`src/rtl/ddr_read_arbiter.sv`:
```
// ddr_read_arbiter: round-robin sharing of one DDR read master between NUM_REQ requesters
module ddr_read_arbiter #(
  parameter int NUM_REQ = 2,
  parameter int ADDRESS_WIDTH = 31,
  parameter int WORD_BYTES = 32
) (
  input  logic                             clk,
  input  logic                             reset_n,
  input  logic [NUM_REQ-1:0]               req_go,
  input  logic [NUM_REQ*ADDRESS_WIDTH-1:0] req_read_base,
  input  logic [NUM_REQ*ADDRESS_WIDTH-1:0] req_read_length,
  input  logic [NUM_REQ-1:0]               req_release,
  input  logic [NUM_REQ-1:0]               req_read_buffer,
  output logic [NUM_REQ-1:0]               req_data_available,
  output logic [NUM_REQ-1:0]               req_done,
  output logic [255:0]                     req_buffer_data,
  output logic [NUM_REQ-1:0]               req_overflow,
  output logic                             control_fixed_location,
  output logic [ADDRESS_WIDTH-1:0]         control_read_base,
  output logic [ADDRESS_WIDTH-1:0]         control_read_length,
  output logic                             control_go,
  input  logic                             control_done,
  output logic                             user_read_buffer,
  input  logic                             user_data_available,
  input  logic [255:0]                     user_buffer_data
);
  localparam int AW = ADDRESS_WIDTH;
  localparam int IW = $clog2(NUM_REQ);
  localparam int WS = $clog2(WORD_BYTES);
  typedef enum logic [1:0] {IDLE, ACTIVE, DRAIN, WAIT_DONE} state_t;
  state_t state, state_n;
  logic [AW-1:0] cap_base [NUM_REQ];
  logic [AW-1:0] cap_len [NUM_REQ];
  logic [NUM_REQ-1:0] pending, busy, accept, drop;
  logic [IW-1:0] owner, rr_ptr, sel, cand, sel_inc, owner_inc;
  logic found, grant, skip, pop, done_low_seen;
  logic [AW-1:0] popped, popped_n, expected, sel_len, sel_expected;
  assign control_fixed_location = 1'b0;
  assign req_buffer_data = user_buffer_data;
  assign user_read_buffer = pop;
  // per-requester view: a go is queued unless one is pending or the requester still owns the master
  always_comb begin
    busy = '0;
    req_done = '0;
    req_data_available = '0;
    for (int i = 0; i < NUM_REQ; i++) begin
      busy[i] = state != IDLE && owner == IW'(i) && !(state == ACTIVE && req_release[i]);
      req_done[i] = !pending[i] && !(state != IDLE && owner == IW'(i));
      req_data_available[i] = state == ACTIVE && owner == IW'(i) && user_data_available;
    end
    accept = req_go & ~pending & ~busy;
    drop = req_go & (pending | busy);
  end
  // round-robin pick of the first pending requester at or after rr_ptr
  always_comb begin
    found = 1'b0;
    sel = '0;
    cand = '0;
    for (int k = NUM_REQ - 1; k >= 0; k--) begin
      cand = IW'((int'(rr_ptr) + k) % NUM_REQ);
      if (pending[cand]) begin
        found = 1'b1;
        sel = cand;
      end
    end
    sel_len = cap_len[sel];
    sel_expected = (sel_len >> WS) + AW'(|sel_len[WS-1:0]);
    sel_inc = (sel == IW'(NUM_REQ - 1)) ? '0 : sel + IW'(1);
    owner_inc = (owner == IW'(NUM_REQ - 1)) ? '0 : owner + IW'(1);
    grant = state == IDLE && found && sel_len != '0;
    skip = state == IDLE && found && sel_len == '0;
  end
  // pop routing (owner in ACTIVE, arbiter itself in DRAIN) and next-state selection
  always_comb begin
    pop = state == ACTIVE ? req_read_buffer[owner] & user_data_available :
          state == DRAIN  ? user_data_available & (popped != expected) : 1'b0;
    popped_n = popped + AW'(pop);
    state_n = state == IDLE   ? (grant ? ACTIVE : IDLE) :
              state == ACTIVE ? (popped_n == expected ? WAIT_DONE : req_release[owner] ? DRAIN : ACTIVE) :
              state == DRAIN  ? (popped_n == expected ? WAIT_DONE : DRAIN) :
              (control_done && done_low_seen ? IDLE : WAIT_DONE);
  end
  // state register
  always_ff @(posedge clk or negedge reset_n)
    if (!reset_n) state <= IDLE;
    else state <= state_n;
  // request queueing, transaction launch, word counting and round-robin pointer
  always_ff @(posedge clk or negedge reset_n)
    if (!reset_n) begin
      pending <= '0;
      req_overflow <= '0;
      rr_ptr <= '0;
      owner <= '0;
      popped <= '0;
      expected <= '0;
      done_low_seen <= 1'b0;
      control_go <= 1'b0;
      control_read_base <= '0;
      control_read_length <= '0;
    end else begin
      pending <= (pending & ~((grant | skip) ? NUM_REQ'(1) << sel : '0)) | accept;
      req_overflow <= req_overflow | drop;
      control_go <= grant;
      popped <= grant ? '0 : popped_n;
      done_low_seen <= !grant && (done_low_seen || !control_done || popped_n == expected);
      if (grant) begin
        owner <= sel;
        expected <= sel_expected;
        control_read_base <= cap_base[sel];
        control_read_length <= sel_len;
      end
      if (skip) rr_ptr <= sel_inc;
      else if (state == WAIT_DONE && state_n == IDLE) rr_ptr <= owner_inc;
    end
  // captured go parameters; only read while the pending bit is set, so no reset is needed
  always_ff @(posedge clk)
    for (int i = 0; i < NUM_REQ; i++)
      if (accept[i]) begin
        cap_base[i] <= req_read_base[i*AW +: AW];
        cap_len[i] <= req_read_length[i*AW +: AW];
      end
endmodule
```
`config.mk`:
```
export PLATFORM = sky130hd
export DESIGN_NAME = ddr_read_arbiter
export DESIGN_NICKNAME = d
export VERILOG_FILES = /design/src/rtl/ddr_read_arbiter.sv
export SDC_FILE = /design/constraint.sdc
export NUM_CORES = 1
export LEC_CHECK = 0
export ABC_AREA = 1
export CORE_AREA = 2 2 279 281
export CTS_BUF_LIST = sky130_fd_sc_hd__clkbuf_4 sky130_fd_sc_hd__clkbuf_8 sky130_fd_sc_hd__clkbuf_16
export DETAILED_ROUTE_END_ITERATION = 16
export DIE_AREA = 0 0 281 283
export PLACE_DENSITY = 0.48
export SLEW_MARGIN = 20
export SYNTH_ARGS = -nofsm -noshare
export SYNTH_HDL_FRONTEND = slang
export SYNTH_SLANG_ARGS = --single-unit
```
`constraint.sdc`:
```
create_clock -name clk -period 7 [get_ports clk]
set_input_delay 1.4 -clock clk [delete_from_list [all_inputs] [get_ports clk]]
set_output_delay 1.4 -clock clk [all_outputs]
set_load 0.01 [all_outputs]
```
==> results of run 1 <==
## critical path: cells and delay by family
family / cells / cell delay [ns]
buf+inv: 2 / 1.20
compound gates: 1 / 0.21
simple gates: 3 / 0.32
## cells by family after synthesis
| family | after synthesis |
|---|---|
| XOR/XNOR | 87 |
| other | 1 |
| flip-flops | 254 |
| AO/OA/AOI/OAI | 86 |
| adder cells (fa/ha/maj) | 4 |
| AND/OR/NAND/NOR | 663 |
| multiplexers | 3 |
| buffers and inverters | 375 |
## area by class of cell
| type | instances | area (um2) | area share |
|---|---|---|---|
| flip-flops and latches | 254 | 6980 | 0.445 |
| inverters | 82 | 310 | 0.0198 |
| clock inverters | 16 | 171 | 0.0109 |
| well taps | 1040 | 1300 | 0.0830 |
| multi-input cells | 844 | 4040 | 0.257 |
| clock buffers | 34 | 759 | 0.0484 |
| repair buffers | 212 | 2120 | 0.136 |
## per-layer routing
layer  vias up  GRT usage  wire length, um
met5         -     0.0189              239
met4        10     0.0416             1720
met3        76      0.204            18800
met2       605      0.299            34400
met1      4301      0.114            15900
li1       4326          -                -
## cells in the mapped netlist, types with 6 or more instances
cell type,count,area share
sky130_fd_sc_hd__o21ai_0,22,0.0082
sky130_fd_sc_hd__nor4_1,6,0.0028
sky130_fd_sc_hd__inv_1,76,0.021
sky130_fd_sc_hd__nor2_1,104,0.029
sky130_fd_sc_hd__o21ai_2,6,0.0039
sky130_fd_sc_hd__nand3_1,43,0.016
sky130_fd_sc_hd__buf_6,10,0.0084
sky130_fd_sc_hd__edfxtp_1,124,0.28
sky130_fd_sc_hd__nand4_1,12,0.0056
sky130_fd_sc_hd__buf_2,16,0.0059
sky130_fd_sc_hd__xor2_1,48,0.031
sky130_fd_sc_hd__o21ai_1,38,0.014
sky130_fd_sc_hd__nor3_1,13,0.0048
sky130_fd_sc_hd__dfrtp_1,130,0.24
sky130_fd_sc_hd__nand2_1,462,0.13
sky130_fd_sc_hd__a21oi_1,11,0.0041
sky130_fd_sc_hd__xnor2_1,39,0.025
sky130_fd_sc_hd__buf_4,259,0.14
## state kept, by name, summed over array words and instances (netlist names), 2 cells and up
register / count
cap_base: 62
cap_len: 62
control_read_base: 31
control_read_length: 31
expected: 27
pending: 2
popped: 31
req_overflow: 2
state: 2
## metrics by stage
step                      instances  utilization  cell area [um2]
after global routing           2482        0.204            15700
after CTS                      2481        0.204            15600
final                          2482        0.204            15700
after detailed placement       2431        0.192            14700
after global placement         2431        0.192            14700
after floorplan                1473            -            13500
## power breakdown
group | switching, mW | internal, mW | total [mW]
combinational | 1.48 | 0.885 | 2.36
clock | 0.617 | 0.881 | 1.50
sequential | 0.235 | 2.00 | 2.23
## worst max path at each step
stage | cells past startpoint | start | endpoint | slack, ns
after floorplan | 4 | req_release[0] | cap_base[0][0] | 2.25
after CTS | 6 | req_read_buffer[0] | user_read_buffer | 2.45
after global routing | 23 | req_read_buffer[0] | state[0] | 2.23
after global placement | 22 | req_read_buffer[0] | state[0] | 2.09
after detailed placement | 22 | req_read_buffer[0] | state[0] | 2.03
final | 6 | req_read_buffer[1] | user_read_buffer | 2.47
==> parameters.txt, run 1 <==
Parameter                              Value

Run status
  Result of the run ... finished, final reports clean

Timing
  Final setup violating endpoints ... 0
  Normalized max-slew margin ... 0.318
  Setup repair after global routing missed its margin ... no
  Final slew viol count ... 0
  Hold violation count in the final report ... 0
  Fin worst setup slack ... 2.47 ns
  Max Clock Freq ... 221 MHz
  Post-Route Hold Slack ... approximately 0.48 ns
  Least-Margin Pin Slew ... 1.02 ns
  Setup_tns ... 0 ns
  Final period demand of the worst path ... ~4.5 ns
  Final clock period utilization by the worst path ... 0.647
  Clock tree skew after final layout ... between 0.02 and 0.03 ns

Critical path
  Worst setup slack for register-to-register paths ... ~2.7 ns
  Slowest cell delay on critical path ... 0.72 ns
  Type of the worst setup path ... input pin to output port
  Required time reported for the critical path endpoint ... ~5.6 ns
  Cell breakdown of the critical path ... clkdlybuf4s50_1, nand2_1, nand3_1, nand2_1, a21oi_1, clkdlybuf4s50_1
  End of the worst register-to-register path ... expected[20]
  Category of the worst setup path capture point ... output port
  Library cell contributing the largest single delay on the critical path ... sky130_fd_sc_hd__clkdlybuf4s50_1
  Peak fanout along the critical path ... 2
  Worst Reg-to-Reg Cells ... 20
  Critical path data arrival time ... 3.13 ns
  R2R Path Start ... pending[0]
  Startpoint type of the worst setup path ... input pin

GRT
  Via count of the first global-routing pass ... between 9000 and 10000
  Remaining global-route overflow ... 0
  Initial antenna violation count ... 2
  Global-route wire length before repair ... approximately 92000 um
  Pin count of the biggest net entering global routing ... 108
  Total global-route track usage ... 0.173

Placement
  RD Place Congestion ... between 0.8 and 0.9
  HPWL after DPL ... approximately 60000 um
  Number of port buffers ... around 200
  Worst Setup Slack post-DPL ... 2.03 ns

Worst hold path
  HP Start ... control_read_base[17]
  Cell count of the worst hold path ... 2
  Min-delay worst type ... flip-flop to flip-flop
  Hold Path Sink ... control_read_base[17]

Power
  Design Power ... slightly above 6 mW
  Leak ... between 6 and 7 nW
  Pwr dens ... around 390 nW/um2
  IR drop worst, VDD ... 0.176 mV

CTS
  Post-cts gate resize count ... 0
  Number of sinks on the clock net ... between 200 and 300
  TritonCTS clock tree ... done
  Root buffer selected by CTS ... sky130_fd_sc_hd__clkbuf_16
  Hold-fix buffers, CTS ... 0
  Number of buffers inserted during clock tree synthesis ... 27
  Number of buffers on the longest clock path ... 3
  Setup fix buffers added after clock tree synthesis ... 0
  Clock input transition at the sequential cells of the worst setup and hold paths ... roughly 0.060 ns
  Clock insertion delay at the later pin of the skew report ... approximately 0.56 ns
  CTS H-tree depth ... 1

Yosys
  Simple-gate share of the synthesized area ... 0.200
  Synthesized flop and latch total ... between 200 and 300
  Post-synth top flop ... sky130_fd_sc_hd__dfrtp_1
  Fraction of synthesis flops using an asynchronous set or reset pin ... 0.512
  Number of nets in the synthesized netlist ... roughly 1900
  Number of synthesis warnings ... 0
  Gate Count Post-Synth ... ~1500
  Sequential area share after synthesis ... 0.518
  Share of synthesized area spent on multiplexers ... 0.00223
  Adder-cell area share of the yosys netlist ... 0.00372
  Xor-xnor portion of the synthesized cell area ... 0.0566
  Largest family of logic cells by synthesized area ... simple AND/OR/NAND/NOR gates
  Post-synthesis instance area ... about 13000 um2
  Compound-cell area share of the yosys netlist ... 0.0352
  Mapped Avg Cell Area ... just over 9 um2
  EDFF count, synth ... approximately 120
  Post-synth cell types ... 40

Floorplanning
  # rows ... roughly 100
  Die Wd ... about 280 um
  Die Footprint ... roughly 80000 um2
  Starting density of the core ... 0.175
  Ports placed on the boundary ... between 700 and 800
  Core Footprint ... 76700 um2
  Die span in y ... about 280 um

Final layout
  Most frequent cells in the layout ... sky130_fd_sc_hd__nand2_1 (462), sky130_fd_sc_hd__clkdlybuf4s50_1 (202), sky130_fd_sc_hd__dfrtp_1 (130)
  Antenna cells ... 0
  Synthesis-to-finish area growth ... 16.5%
  Commonest non-fill, non-tap cell in the layout ... sky130_fd_sc_hd__nand2_1
  Share of layout cells above drive strength 1 ... 0.0589
  Number of filler cells placed in the layout ... about 8400
  Post-layout nets ... 1815

Detailed routing
  Drt total wl ... slightly above 70000 um
  Detailed Route Iter0 Violations ... 446
  Routed wire length per instance ... approximately 29 um
  Length of the first detailed-routing pass in iterations ... 4
  Via density ... ~3.8
  Drt drc ... 0
  Total number of vias ... between 9000 and 10000
  Antenna viol nets, final ... 0

Run
  Number of violations of the max-capacitance limit ... 0
No activity file was read; power rests on OpenSTA's default activity.
==> run 2: changes to the inputs <==
--- a/config.mk
+++ b/config.mk
@@ -6,10 +6,10 @@
 export NUM_CORES = 1
 export LEC_CHECK = 0
 export ABC_AREA = 1
-export CORE_AREA = 2 2 279 281
+export CORE_AREA = 2 2 281 283
 export CTS_BUF_LIST = sky130_fd_sc_hd__clkbuf_4 sky130_fd_sc_hd__clkbuf_8 sky130_fd_sc_hd__clkbuf_16
 export DETAILED_ROUTE_END_ITERATION = 16
-export DIE_AREA = 0 0 281 283
+export DIE_AREA = 0 0 283 285
 export PLACE_DENSITY = 0.48
 export SLEW_MARGIN = 20
 export SYNTH_ARGS = -nofsm -noshare
==> constraint.sdc (replaced) <==
create_clock -name clk -period 4.3 [get_ports clk]
set_input_delay 0.86 -clock clk [delete_from_list [all_inputs] [get_ports clk]]
set_output_delay 0.86 -clock clk [all_outputs]
set_load 0.01 [all_outputs]
==> parameters.txt, run 2 (synthesis results as in run 1) <==
Parameter                              Value

Timing
  Clock tree skew after final layout ... around 0.029 ns
  Max Clock Freq ... about 260 MHz
  Least-Margin Pin Slew ... 1.02 ns
  Final period demand of the worst path ... between 3 and 4 ns
  Setup_tns ... 0 ns
  Final clock period utilization by the worst path ... 0.887
  Setup repair after global routing missed its margin ... no
  Normalized max-slew margin ... 0.322
  Final setup violating endpoints ... 0
  Fin worst setup slack ... slightly below 0.5 ns
  Hold violation count in the final report ... 0
  Post-Route Hold Slack ... roughly 0.32 ns
  Final slew viol count ... 0

Detailed routing
  Routed wire length per instance ... 28.0 um
  Drt total wl ... approximately 70000 um
  Total number of vias ... between 9000 and 10000
  Length of the first detailed-routing pass in iterations ... 5
  Via density ... roughly 3.8
  Antenna viol nets, final ... 0
  Drt drc ... 0
  Detailed Route Iter0 Violations ... 433

Critical path
  Category of the worst setup path capture point ... flip-flop
  Most frequent cell on the critical path ... sky130_fd_sc_hd__nand2_1
  Worst Reg-to-Reg Cells ... 21
  Required time reported for the critical path endpoint ... roughly 4.8 ns
  Path length in cells of the critical path ... 21
  Combined buffer and inverter count along the critical path ... 1
  Peak fanout along the critical path ... 4
  Startpoint type of the worst setup path ... flip-flop
  Cell breakdown of the critical path ... xnor2_1, nand2_1, nor3b_1, nand4_1, nor4_1, nand3_1, nand2_1, a21oi_1, ha_1, ha_1, nand2_1, nor2_2, nand2_1, nor2_2, buf_4, xnor2_1, nor2_1, nand4_1, nor2_1, nand3_1, a211oi_1
  Type of the worst setup path ... flip-flop to flip-flop
  Critical path data arrival time ... about 4.3 ns
  Library cell contributing the largest single delay on the critical path ... sky130_fd_sc_hd__dfrtp_1
  Family with the most delay on the worst path ... simple AND/OR/NAND/NOR gates
  Slowest cell delay on critical path ... around 0.43 ns

Placement
  HPWL after DPL ... between 60000 and 70000 um
  Cell total after placement ... approximately 2500
  Post-place instance area ... 14900 um2
  Worst Setup Slack post-DPL ... between 0.007 and 0.008 ns
  RD Place Congestion ... approximately 0.9
  Number of port buffers ... around 200

GRT
  Pin count of the biggest net entering global routing ... 83
  Total global-route track usage ... 0.167
  Initial antenna violation count ... 1
  Via count of the first global-routing pass ... roughly 9600
  Global-route wire length before repair ... roughly 92000 um
  Remaining global-route overflow ... 0

Floorplanning
  Core Footprint ... about 80000 um2
  Die Wd ... between 200 and 300 um
  Ports placed on the boundary ... about 720
  # rows ... 103
  Starting density of the core ... 0.173
  Die span in y ... approximately 290 um
  Die Footprint ... approximately 81000 um2

Power
  Leak ... approximately 6.4 nW
  Share of total power consumed by net switching ... 0.379
  Reported net switching power ... between 3 and 4 mW
  Design Power ... slightly above 10 mW
  Share of power burned in combinational logic ... 0.382
  Cell internal pwr ... roughly 6.4 mW
  Pwr dens ... 645 nW/um2
  IR drop worst, VDD ... around 0.34 mV
  Sequential power share ... 0.354
  Power share of the clock group ... 0.264

Final layout
  Most frequent cells in the layout ... sky130_fd_sc_hd__nand2_1 (462), sky130_fd_sc_hd__clkdlybuf4s50_1 (202), sky130_fd_sc_hd__dfrtp_1 (130)
  Antenna cells ... 0
  Util after Layout ... 0.204
  FF/Latch Area ... 6980 um2
  Post-layout nets ... approximately 1800
  Area of all placed cells without fillers ... 15900 um2
  Filler-free cell count of the finished design ... between 2000 and 3000
  Area taken by multi-input logic gates ... around 4000 um2
  Biggest registers after layout ... cap_base x62, cap_len x62
  Commonest non-fill, non-tap cell in the layout ... sky130_fd_sc_hd__nand2_1
  Synthesis-to-finish area growth ... 18.3%
  Share of layout cells above drive strength 1 ... 0.0713
  Number of filler cells placed in the layout ... 8574

Run
  Number of violations of the max-capacitance limit ... 0

CTS
  Post-cts gate resize count ... 0
  TritonCTS clock tree ... done
  Setup fix buffers added after clock tree synthesis ... 0
  Number of buffers inserted during clock tree synthesis ... 28
  Number of buffers on the longest clock path ... 3
  Clock input transition at the sequential cells of the worst setup and hold paths ... about 0.070 ns
  Number of sinks on the clock net ... about 250
  Hold-fix buffers, CTS ... 0
  Root buffer selected by CTS ... sky130_fd_sc_hd__clkbuf_16
  Clock insertion delay at the later pin of the skew report ... around 0.57 ns
  CTS H-tree depth ... 1

Run status
  Result of the run ... finished, final reports clean

Worst hold path
  Min-delay worst type ... input pin to asynchronous set/reset pin
run 2: power groups by stage:
stage	clock (mW)	combinational, mW	sequential (mW)
floorplan	0	2.48	3.71
global placement	0	3.98	3.68
detailed placement	0	4.01	3.69
CTS	2.79	4.02	3.65
global route	2.87	4.40	3.71
finish	2.71	3.93	3.64
run 2: final timing paths:
| kind | from | end | slack, ns |
|---|---|---|---|
| min in group clk | control_read_base[20] | control_read_base[20] | 0.47 |
| setup reg to reg | popped[5] | state[1] | 0.49 |
| max in group asynchronous | reset_n | popped[17] | 3.00 |
| hold reg to reg | control_read_base[20] | control_read_base[20] | 0.47 |
| hold / removal | reset_n | control_read_base[7] | 0.32 |
| setup / recovery | popped[5] | state[1] | 0.49 |
run 2: area by class of cell:
type	instances	area share
sequential	254	0.438
multi-input combinational	844	0.253
timing repair buffer	227	0.142
tap	1050	0.0825
clock buffer	29	0.0445
clock inverter	23	0.0203
inverter	82	0.0195
run 2: routing by layer:
layer / track usage / share of wire
met2: 0.295 / 0.50
met5: 0.0262 / 0.0046
met4: 0.0431 / 0.027
met3: 0.188 / 0.24
met1: 0.110 / 0.23
==> variant 1 (settings of run 2) <==
Encoding of `state_t`: now Gray code (2 bits for 4 states).
--- a/src/rtl/ddr_read_arbiter.sv
+++ b/src/rtl/ddr_read_arbiter.sv
@@ -29,3 +29,3 @@
   localparam int WS = $clog2(WORD_BYTES);
-  typedef enum logic [1:0] {IDLE, ACTIVE, DRAIN, WAIT_DONE} state_t;
+  typedef enum logic [1:0] {IDLE = 2'b00, ACTIVE = 2'b01, DRAIN = 2'b11, WAIT_DONE = 2'b10} state_t;
   state_t state, state_n;
Function: no difference found for any inputs over 4 cycles, from zero or initial values and one cycle with reset_n low; so few cycles prove little.
==> variant 1 against run 2 <==
Cell area up 2.4%; non-clock buffer count is 18 higher; count of clock-buffer cells in the layout up 3; area after synthesis increased by 2.3%; final cell count up 3.2%; worst setup slack better by 140 ps; wire length is 0.46% lower; sequential cell count did not move; critical endpoint is now state[0]$_DFF_PN0_; largest cell class unchanged; highest routed layer unchanged.
Power is not compared: it rests on default switching activity, and its combinational part moved more than twofold at a synthesized area within 25%.
==> variant 1: results <==
[status]
status = "completed"

[clock_network]
clk_path_buf_depth = 3
cts_inserted_buffers = 27
h-tree-depth = 1

[worst_setup_path]
arrival_ps = 4120
crit_fanout = 3
r2r_setup_slack_ps = 640
r2r-start = "expected[8]$_DFFE_PN0P_"
cpPeakStageDelay_ps = 500
reg2reg_depth = 23
critical_path.most_common_cell = "nand2_1"
slowest_stage = "clkdlybuf4s50_1"
rr_endpoint = "state[0]$_DFF_PN0_"

[global_route]
track_usage_pct = 16.8
antenna_found_initial = 0
grt_pass1_wl_um = 92200
grt_max_degree = 87
first_global_vias = 10000

[finish]
finalNonFillerCells = 2590
num-fill-cells = 8550
fin_nets = 1913
drive_gt1_share_pct = 9.94

[synthesis]
synth.distinct_cells = 39
ys_seq_area_share_pct = 50.7
synthTopCellsByArea = "edfxtp_1 27%, dfrtp_1 24%, buf_4 14%"
syn_avg_cell_area_um2 = 8.96
synth_edf_count = 124
synth_common_cells = "451 x nand2_1, 258 x buf_4, 140 x nor2_1"

[timing]
slew_headroom_pct = 37.3
clock-skew-final_ps = 27.8
timing.hold.ws_ps = 324

[placed_design]
port_buffers = 203
post_dp_cell_area_mm2 = 0.0154
pre_cts_slack_ps = -5.61
dpl.cell_count = 2540
gp_congestion = 0.922
hpwl_um = 60000

[pwr]
p_per_area_mw_per_mm2 = 342
p_seq_mw = 2.64
power.total_mw = 5.58

[detailed_routing]
drtIter0Drc = 553
vias = 9743
wl_per_cell_um = 27.0
variant 1: cell types whose count changed in the layout (fill, tap and decap cells not counted), sizes merged, moves of 4 or more:
cell / run 2 / this run
nand2: 463 / 473
o21ai: 66 / 84
inv: 84 / 99
clkinvlp: 5 / 0
nand3: 43 / 51
nand4: 12 / 16
xor2: 48 / 54
xnor2: 39 / 16
buf: 25 / 43
nor2: 109 / 143
variant 1: worst max-delay path by stage:
stage | start | to | slack [ps] | cells after the start
finish | user_data_available | state[0]$_DFF_PN0_ | 630 | 19
CTS | user_data_available | state[0]$_DFF_PN0_ | 590 | 19
global placement | user_data_available | state[0]$_DFF_PN0_ | 130 | 20
global route | user_data_available | state[0]$_DFF_PN0_ | 270 | 23
detailed placement | user_data_available | state[0]$_DFF_PN0_ | -6 | 19
floorplan | req_release[1] | cap_base[1][0]$_DFFE_PP_ | 90 | 4
variant 1: kinds of logic after synthesis:
kind of cell             synth area share [%]
AND/OR/NAND/NOR                          21.3
buffers and inverters                    18.5
flip-flops                               50.7
AO/OA/AOI/OAI                            4.54
XOR/XNOR                                 4.45
adder cells (fa/ha/maj)                 0.363
multiplexers                            0.173
other                                  0.0272
variant 1: routing by layer:
| metal | GRT usage, % | vias to the layer above | routed length, µm |
|---|---|---|---|
| met3 | 18.5 | 55 | 17000 |
| li1 | - | 4588 | - |
| met5 | 1.05 | - | 97 |
| met4 | 2.41 | 2 | 857 |
| met1 | 11.4 | 4471 | 16500 |
| met2 | 30.3 | 627 | 35500 |
variant 1: final cells by class:
cell class                      instances  share of cell area [%]
Clock buffer                           32                    4.45
Clock inverter                         18                    1.39
Inverter                               97                    2.23
Multi-Input combinational cell        894                    26.2
Sequential cell                       254                    42.8
Tap cell                             1050                    8.06
Timing Repair Buffer                  245                    14.9
==> variant 2 (flow settings as in run 2) <==
Made on the original files. `WORD_BYTES`: 32 -> 64.
--- a/src/rtl/ddr_read_arbiter.sv
+++ b/src/rtl/ddr_read_arbiter.sv
@@ -4,3 +4,3 @@
   parameter int ADDRESS_WIDTH = 31,
-  parameter int WORD_BYTES = 32
+  parameter int WORD_BYTES = 64
 ) (
Check against the original RTL: not equivalent (a bounded check fails within 4 cycles, from zero or initial values and one cycle with reset_n low).
==> variant 2 against run 2 <==
Cell area increased by 0.35%; maximum frequency increased by 0.88%; area after synthesis increased by 0.23%; sequential share of layout area decreased by 0.31 points; power decreased by 2.4%; via count increased by 4.1%; worst setup slack improved by 33 ps; sequential cell count decreased by 1; synthesized cell count increased by 4.3%; clock power decreased by 7%; global-route usage increased by 0.35 points; wire length increased by 1.4%; critical path type unchanged; largest power group unchanged; highest routed layer unchanged.
==> variant 2: results <==
[status]
status = "completed"

[finish]
fin_nets = 1899
antenna_cells = 0
finalNonFillerCells = 2576
reg_top3 = "cap_base (62), cap_len (62)"
drive_gt1_share_pct = 6.16

[global_route]
grt_max_degree = 106
track_usage_pct = 17.1
antenna_found_initial = 2
grt_pass1_wl_um = 93600
first_global_vias = 10100

[timing]
timing.hold.ws_ps = 441
slew_headroom_pct = 37.3
clock-skew-final_ps = 19.7
timing.final.max_slew_violations = 0
worst_slack_ps = 520

[placed_design]
pre_cts_slack_ps = -21.2
port_buffers = 203
gp_congestion = 0.936
post_dp_cell_area_mm2 = 0.0150
hpwl_um = 61000
dpl.cell_count = 2526

[clock_network]
cts_resized = 0
clk_path_buf_depth = 3
cts_root_buf = "clkbuf_16"
clk_pin_slew_ps = 60
clk_latency_ps = 560
cts_inserted_buffers = 27
post_cts_buffers = 0

[synthesis]
synth_xor_area_share_pct = 3.54
synthMuxAreaShare_pct = 0.0742
synth_edf_count = 124
synth-main-ff-cell = "dfrtp_1"
synth.distinct_cells = 42
synth_common_cells = "518 x nand2_1, 258 x buf_4, 129 x dfrtp_1"
synthArstFlopShare_pct = 51.0
syn_avg_cell_area_um2 = 8.78
yosysWarnings = 0
synth-compound-area-share_pct = 3.91
ys_seq_area_share_pct = 51.5
synthAdderAreaFrac_pct = 0.371
synthTopCellsByArea = "edfxtp_1 28%, dfrtp_1 24%, nand2_1 14%"

[worst_setup_path]
critical_path.top_delay_family = "simple AND/OR/NAND/NOR gates"
critical_path.most_common_cell = "nand2_1"
reg2reg_depth = 23
crit_fanout = 5
cpPeakStageDelay_ps = 450
endpoint = "state[0]$_DFF_PN0_"
arrival_ps = 4280
cp-startpoint = "expected[18]$_DFFE_PN0P_"
slowest_stage = "xnor2_1"

[pwr]
p_leak_nw = 6.53
ir_worst_vdd_v = 0.000339

[detailed_routing]
drt-vias-per-instance = 3.81
drt_wl_total_um = 71200
drtIter0Drc = 450
dr.pass1.iters = 4
ant_nets = 0

[min_path]
hold_path_class = "in2async"
-- variant 2: cell types whose count changed in the layout (fill, tap and decap cells not counted), moves of 5 or more --
cell      before  now
o21ai_0       22   54
nand2_1      462  517
o22ai_1        0    7
xor2_1        48   34
inv_1         76   96
nor2_1       102  123
xnor2_1       39   18
nand3b_1       3    8
o21ai_1       38    8
-- variant 2: per-layer routing --
layer	track usage [%]	part of all wire, %
met1	11.0	23
met2	31.2	51
met3	19.0	24
met4	2.63	1.3
met5	2.62	0.49
-- variant 2: final cells by class --
class | count | area [µm²]
tap | 1050 | 1310
multi-input combinational | 894 | 4080
clock inverter | 18 | 228
clock buffer | 32 | 726
inverter | 98 | 369
fill | 8565 | 62000
timing repair buffer | 231 | 2320
sequential | 253 | 6950
-- variant 2: where the power goes --
part | switching, mW | internal (mW) | leakage, nW
combinational | 2.43 | 1.46 | 3.28
clock | 1.01 | 1.51 | 0.468
sequential | 0.387 | 3.24 | 2.78
total | 3.83 | 6.20 | 6.53
